--- config.mk ---
export PLATFORM = sky130hd
export DESIGN_NAME = dl_ram_arbiter
export DESIGN_NICKNAME = d
export VERILOG_FILES = /design/src/rtl/dl_ram_arbiter.sv
export SDC_FILE = /design/constraint.sdc
export NUM_CORES = 1
export LEC_CHECK = 0
export CAP_MARGIN = 0
export CORE_MARGIN = 3
export CORE_UTILIZATION = 45
export CTS_BUF_LIST = sky130_fd_sc_hd__clkbuf_16
export CTS_CLUSTER_DIAMETER = 100
export DETAILED_ROUTE_END_ITERATION = 16
export PLACE_DENSITY = 0.69
export SETUP_SLACK_MARGIN = 0.05
export SKIP_LAST_GASP = 1
export SYNTH_ARGS = -nofsm -noshare
export SYNTH_HDL_FRONTEND = slang
export SYNTH_SLANG_ARGS = --single-unit
--- constraint.sdc ---
create_clock -name clk -period 3.2 [get_ports clk]
set_clock_uncertainty 0.15 [all_clocks]
set_input_delay 0.64 -clock clk [delete_from_list [all_inputs] [get_ports clk]]
set_output_delay 0.64 -clock clk [all_outputs]
set_load 0.02 [all_outputs]
--- src/rtl/dl_ram_arbiter.sv ---
// dl_ram_arbiter: shares the single RAM port between the CPU bus and the
// download writer, buffering un-stallable download strobes in a small FIFO.
module dl_ram_arbiter #(
    parameter int FIFO_DEPTH = 4
) (
    input  logic        clk,
    input  logic        reset_n,
    input  logic        dl_wr,
    input  logic [24:0] dl_addr,
    input  logic [7:0]  dl_data,
    input  logic        downloading,
    input  logic        cpu_req,
    input  logic        cpu_we,
    input  logic [24:0] cpu_addr,
    input  logic [7:0]  cpu_din,
    output logic        cpu_ack,
    output logic [7:0]  cpu_dout,
    output logic        ram_req,
    output logic        ram_we,
    output logic [24:0] ram_addr,
    output logic [7:0]  ram_din,
    input  logic [7:0]  ram_dout,
    input  logic        ram_ack,
    output logic        dl_busy,
    output logic        dl_overflow
);

    localparam int AW = $clog2(FIFO_DEPTH);

    localparam logic [1:0] IDLE    = 2'd0;
    localparam logic [1:0] DL_ACC  = 2'd1;
    localparam logic [1:0] CPU_ACC = 2'd2;

    logic [1:0]    state;
    logic [32:0]   fifo_mem [FIFO_DEPTH];
    logic [AW-1:0] wr_ptr;
    logic [AW-1:0] rd_ptr;
    logic [AW:0]   count;
    logic          last_dl;
    logic          downloading_q;

    logic        dl_pend;
    logic        cpu_pend;
    logic        fifo_full;
    logic        near_full;
    logic        grant_dl;
    logic        grant_cpu;
    logic        push;
    logic        pop;
    logic [32:0] head;

    assign head      = fifo_mem[rd_ptr];
    assign dl_pend   = (count != '0);
    // The request is still high in the cpu_ack cycle; it is already served.
    assign cpu_pend  = cpu_req & ~cpu_ack;
    assign fifo_full = count[AW];
    assign near_full = count[AW] | (&count[AW-1:0]);

    always_comb begin
        grant_dl  = 1'b0;
        grant_cpu = 1'b0;
        if (state == IDLE) begin
            if (dl_pend && cpu_pend) begin
                grant_dl  = near_full | ~last_dl;
                grant_cpu = ~grant_dl;
            end else begin
                grant_dl  = dl_pend;
                grant_cpu = cpu_pend;
            end
        end
    end

    assign pop     = grant_dl;
    assign push    = dl_wr & (~fifo_full | pop);
    assign dl_busy = downloading | dl_pend | (state == DL_ACC);

    always_ff @(posedge clk) begin
        if (push) begin
            fifo_mem[wr_ptr] <= {dl_addr, dl_data};
        end
    end

    always_ff @(posedge clk) begin
        if (!reset_n) begin
            state         <= IDLE;
            ram_req       <= 1'b0;
            ram_we        <= 1'b0;
            ram_addr      <= '0;
            ram_din       <= '0;
            cpu_ack       <= 1'b0;
            cpu_dout      <= '0;
            dl_overflow   <= 1'b0;
            wr_ptr        <= '0;
            rd_ptr        <= '0;
            count         <= '0;
            last_dl       <= 1'b0;
            downloading_q <= 1'b0;
        end else begin
            downloading_q <= downloading;
            cpu_ack       <= 1'b0;

            if (push) begin
                wr_ptr <= wr_ptr + AW'(1);
            end
            if (pop) begin
                rd_ptr <= rd_ptr + AW'(1);
            end
            if (push && !pop) begin
                count <= count + (AW+1)'(1);
            end else if (pop && !push) begin
                count <= count - (AW+1)'(1);
            end

            if (dl_wr && fifo_full && !pop) begin
                dl_overflow <= 1'b1;
            end else if (downloading && !downloading_q) begin
                dl_overflow <= 1'b0;
            end

            case (state)
                IDLE: begin
                    if (grant_dl) begin
                        state    <= DL_ACC;
                        ram_req  <= 1'b1;
                        ram_we   <= 1'b1;
                        ram_addr <= head[32:8];
                        ram_din  <= head[7:0];
                        last_dl  <= 1'b1;
                    end else if (grant_cpu) begin
                        state    <= CPU_ACC;
                        ram_req  <= 1'b1;
                        ram_we   <= cpu_we;
                        ram_addr <= cpu_addr;
                        ram_din  <= cpu_din;
                        last_dl  <= 1'b0;
                    end
                end
                DL_ACC, CPU_ACC: begin
                    if (ram_ack) begin
                        state   <= IDLE;
                        ram_req <= 1'b0;
                        if (state == CPU_ACC) begin
                            cpu_ack <= 1'b1;
                            if (!ram_we) begin
                                cpu_dout <= ram_dout;
                            end
                        end
                    end
                end
                default: begin
                    state   <= IDLE;
                    ram_req <= 1'b0;
                end
            endcase
        end
    end

endmodule
* After elaboration in Yosys (flattened, before gate mapping)
Memories as Yosys holds them, arrays and structs flattened. A register that Yosys moved wholly into a read port is not among the register bits.
Cells that the tools add are included.
** Operators by class
- Add/sub/neg operators :: 4
- Equality and inequality tests :: 4
- Multiplexer cells :: 29
- Bitwise operators :: 12
- Reduce and logical (&&, ||, !) cells :: 20
** Operator list (count)
- $mux W25 :: 2
- $mux W1 :: 16
- $mux W8 :: 2
- $mux W2 :: 5
- $logic_and A1 B1 Y1 :: 6
- $mux W3 :: 2
- $reduce_and A2 Y1 :: 3
- $reduce_bool A2 Y1 :: 3
- $not A1 Y1 :: 5
- $or A1 B1 Y1 :: 5
- $add A2 B1 Y2 const B :: 2
- $pmux W2 S2 :: 1
- $reduce_and A4 Y1 :: 1
- $add A3 B1 Y3 const B :: 1
- $logic_not A1 Y1 :: 3
- $ne A3 B3 Y1 const B :: 1
- $reduce_and A3 Y1 :: 1
- $reduce_bool A3 Y1 :: 1
- $sub A3 B1 Y3 const B :: 1
- $and A1 B1 Y1 :: 2
- $eq A2 B1 Y1 const B :: 1
- $eq A2 B2 Y1 const B :: 1
- $logic_not A2 Y1 :: 1
- $ne A2 B2 Y1 const B :: 1
- 2 further kinds :: 2
** Word-level totals
- Register bits after elaboration :: 56
- Memory bits (writable) :: 132
- Output and inout bits :: 46
- Memories :: 1
** Memories
- fifo_mem :: depth 4, width 33, rd ports 1, clocked after Yosys merged registers in 1, write ports 1, RTL line 35 : logic [32:0] fifo_mem [FIFO_DEPTH];

* Depth between registers and ports, before layout
- Word-level depth :: 11
- Gate-level depth with buffers :: 13
- Gate-level depth less buffers :: 11

* Worst setup path after synthesis
No wires, ideal clock.
- Path kind :: input -> register
- Start :: in cpu_req
- End :: reg count[2]
- Arrival time :: 2.542 ns
- Path slack :: 0.438 ns
- Cell stages on the path :: 10
- Cell sequence :: and4bb_4 o41ai_4 buf_6 inv_1 ha_1 inv_1 fa_1 xor2_1 or3_1 a21oi_1
** On the way
- Word-level cells in the longest chain between the ends :: 9
- Elaborated cells between the ends (all ways) :: 12
** RTL lines
- from (decl) :: RTL line 12 : input logic cpu_req,
- $and A1 B1 Y1 (*) :: RTL line 55 : assign cpu_pend = cpu_req & ~cpu_ack;
- $logic_and A1 B1 Y1 (*) :: RTL line 63 : if (dl_pend && cpu_pend) begin
- $mux W1 (*) :: RTL line 63
- $mux W1 (*) :: RTL line 62 : if (state == IDLE) begin
- $or A1 B1 Y1 :: RTL line 74 : assign push = dl_wr & (~fifo_full | pop);
- $and A1 B1 Y1 :: RTL line 74
- $logic_not A1 Y1 :: RTL line 110 : end else if (pop && !push) begin
- $logic_and A1 B1 Y1 :: RTL line 110
- $reduce_bool A2 Y1 (no line)
- to (signal assigned) :: RTL line 109 : count <= count + (AW+1)'(1);
- to (signal assigned) :: RTL line 111 : count <= count - (AW+1)'(1);
- to (decl) :: RTL line 38 : logic [AW:0] count;
Every way passes the cells marked *; elsewhere a longest branch is shown, timed or not.
A chain may end at the register's enable or synchronous reset.

* Worst setup path after layout
- Start :: reg count[0]
- End :: out dl_busy
** On the way
- Word-level cells in the longest chain between the ends :: 3
** RTL lines
- $reduce_bool A3 Y1 :: RTL line 53 : assign dl_pend = (count != '0);
- $or A1 B1 Y1 (2 in a row) :: RTL line 75 : assign dl_busy = downloading | dl_pend | (state == DL_ACC);
- to (decl) :: RTL line 24 : output logic dl_busy,
Every way passes these cells.

==> metrics.txt <==
area fraction in compound gates after synthesis=8.01%; crit-path cells=or3_1, or3_1, clkdlybuf4s50_1; Antenna Diode Count=0; cell type group with the largest total delay on the critical path=simple AND/OR/NAND/NOR gates; final core utilization=59.9%; total number of vias=4257; outcome=finished clean; initial core utilization=a little under half; # clock sinks=190; Final Hold Fails=0; number of gates resized after CTS=0; crit path time final=2970 ps; element type at the critical path start=register; final setup violation count=0; Static Leak=3.35 nW; portion of the post-synthesis area used by sequential elements=69.0%; placed cell area=9030 sq um; Post-layout nets=approximately 670; number of buffer and inverter stages on the critical path=1; Total GRT Usage=17.4%; quantity of hold-fixing buffers added after cts=0; Die X=135 um; delay of the slowest critical-path stage=between 500 and 600 ps; synthesized area per cell=~16 sq um; post-route insts no fill=813; path category of the worst min-delay check=reg2reg; Total Negative Setup Slacks=0 ps; Placed Cells incl. Taps=781; category of the most critical setup path=reg2out; Net Count, Synth=about 540; Worst Hold Depth=2; CP endpoint=dl_busy; root cell of the clock tree=sky130_fd_sc_hd__clkbuf_16; most common cell after layout, fill and taps aside=sky130_fd_sc_hd__edfxtp_1; XOR/XNOR share of the synthesized area=0.471%; clock transition time at the flip-flop clock pins of the worst setup and hold paths=approximately 60 ps; 1st-iter DRT viols=248; worst-case hold slack=285 ps; setup slack after layout=226 ps; Simple-Gate Fraction of Synth Area=7.05%; floorplan die area=18100 sq um; critical hold path startpoint=ram_addr[7]; Chip Height=135 um; cell area after synthesis=approximately 7400 sq um; power density over cell area=809 nW/um^2; CTS tree=built; reg-to-reg slack, setup=530 ps; Yosys warning count=0; number of primary I/O pins=127; multiplexer fraction of the synthesized cell area=between 10% and 20%; average wire per cell in the routed design=18.4 um; beginning of the critical path=count[0]; site row count=46; Congestion Overflow GR=0; CTS H-Tree Depth=4; Tightest Pin Transition=932 ps; fin crit share=92.9%; setup repair after global routing missed its margin=false; reg-to-reg endpoint=count[2]; most area-hungry cell type in the Yosys netlist=sky130_fd_sc_hd__edfxtp_1; final cell area excluding filler cells=9580 sq um; number of maximum-capacitance violations=0; pin count of the biggest net entering global routing=35; synth top area cells=sky130_fd_sc_hd__edfxtp_1 (53%), sky130_fd_sc_hd__dfxtp_1 (16%), sky130_fd_sc_hd__mux4_2 (10%); post-detail-place hpwl=10.1 mm; drt total wl=14.9 mm; logic gate share of total power=32.9%; Adder-Cell Fraction of Synth Area=1.62%; insertion delay to the later sink of the worst-skew pair=between 400 and 500 ps; highest attainable clock frequency=between 300 and 400 MHz; Port Buffer Count=roughly 130; internal power summed over all cells=roughly 5.3 mW; wire length of the first global-routing pass=24.0 mm; logic depth of the worst register-to-register path=10; power spent charging and discharging nets=2.49 mW; via count of the first global-routing pass=between 4k and 5k; share of power burned in registers=a little over two fifths; vias per cell=5.24; DRC violations left=0; launch point of the worst reg-to-reg path=state[0]; post-route antenna net violation count=0; CTS Buf Count=17; combinational family with the most area after synthesis=multiplexers; Max transition margin=37.8%; #FFs+latches synth=190; number of instances in the synthesized netlist=between 400 and 500; buffer levels on the longest clock path=2; CP max-delay cell=sky130_fd_sc_hd__clkdlybuf4s50_1; routability congestion estimate=0.784; commonest non-fill, non-tap cells in the layout=sky130_fd_sc_hd__edfxtp_1 (132), sky130_fd_sc_hd__clkdlybuf4s50_1 (126), sky130_fd_sc_hd__nand2_1 (66); Data arrival, critical path=2180 ps; Final Max Slew Viols=0; CP dominant cell by count=sky130_fd_sc_hd__or3_1; Worst Setup End Kind=output port; area fraction of the dominant cell type after synthesis=53.3%; post-placement worst setup slack=119 ps; total power=7.74 mW; fraction of power spent switching nets=32.2%; area overhead of the layout relative to synthesis=28.9%; proportion of power drawn by the clock network=25.0%; number of antenna violations at the first check in global routing=0; data required time at the worst endpoint=2410 ps; Setup Buffers After CTS=0; count of unique library cells instantiated by Yosys=40; worst-case vdd ir drop=0.440 mV; area of the core region=16000 sq um; biggest fanout along the worst timing path=6; ratio of cells with drive above 1 in the final layout=19.3%; total number of cells along the worst setup path=3; number of iterations in the first detailed-routing pass=5
## sequential cells by signal, summed over array words and instances, names as in the netlist, named ones only
| signal | cells |
|---|---|
| ram_req | 1 |
| count | 3 |
| fifo_mem | 132 |
| rd_ptr | 2 |
| state | 2 |
| ram_din | 8 |
| cpu_dout | 8 |
| ram_addr | 25 |
| cpu_ack | 1 |
| last_dl | 1 |
| wr_ptr | 2 |
| ram_we | 1 |
| dl_overflow | 1 |
| downloading_q | 1 |
## power by group through the flow
| stage | Sequential [mW] | Clock [mW] | Combinational [mW] |
|---|---|---|---|
| 3_5_place_dp | 3.32 | 0 | 2.57 |
| 5_1_grt | 3.31 | 2.10 | 2.76 |
| 4_1_cts | 3.27 | 1.98 | 2.58 |
| 2_1_floorplan | 3.38 | 0 | 1.60 |
| 3_3_place_gp | 3.29 | 0 | 2.50 |
| 6_report | 3.26 | 1.94 | 2.55 |
## kinds of logic (layout without fill, tap and decap cells)
logic type      Yosys count  count (layout)
simple gates            116             116
compound gates           51              51
mux                      44              44
fa+ha+maj                 9               9
buf+inv                  37             183
xor+xnor                  4               4
flops                   190             190
## how the worst min path moves through the flow
| stage | slack (ps) | end |
|---|---|---|
| 3_5_place_dp | 280 | ram_addr[16] |
| 3_3_place_gp | 270 | ram_addr[4] |
| 4_1_cts | 290 | ram_addr[16] |
| 2_1_floorplan | 300 | register |
| 6_report | 280 | ram_addr[7] |
| 5_1_grt | 310 | ram_addr[8] |
## worst min-delay path: stages, from the launching register on
cell	delay (ps)
sky130_fd_sc_hd__dfxtp_1	310
sky130_fd_sc_hd__nand2_1	50
sky130_fd_sc_hd__nand2_1	40
## cells in the mapped netlist (all sizes together)
cell,count
a211oi,1
a21boi,1
a21oi,7
a31oi,1
and2,4
and4,1
and4bb,2
buf,17
clkbuf,10
dfxtp,58
edfxtp,132
fa,1
ha,8
inv,10
mux2i,11
mux4,33
nand2,66
nand2b,3
nand3,5
nand3b,3
nand4,3
nor2,20
nor2b,2
nor3,2
nor4,2
o21ai,5
o221a,1
o221ai,31
o31a,1
o31ai,2
o41ai,1
or3,3
xnor2,2
xor2,2
## routing by layer
metal	track usage [%]	share of wire, %	up-vias
li1	-	-	2009
met1	21.9	42	2117
met2	29.0	51	111
met5	0	0	-
met3	4.88	5.1	20
met4	6.50	1.7	0
## layout make-up
class                   instances  area [sq um]
clock buffers                  20           500
clock inverters                12          51.3
fillers                      1232          6420
inverters                      10          37.5
multi-input cells             224          2160
flip-flops and latches        190          5130
well taps                     216           270
repair buffers                141          1440
Power figures use the tool's default switching activity.
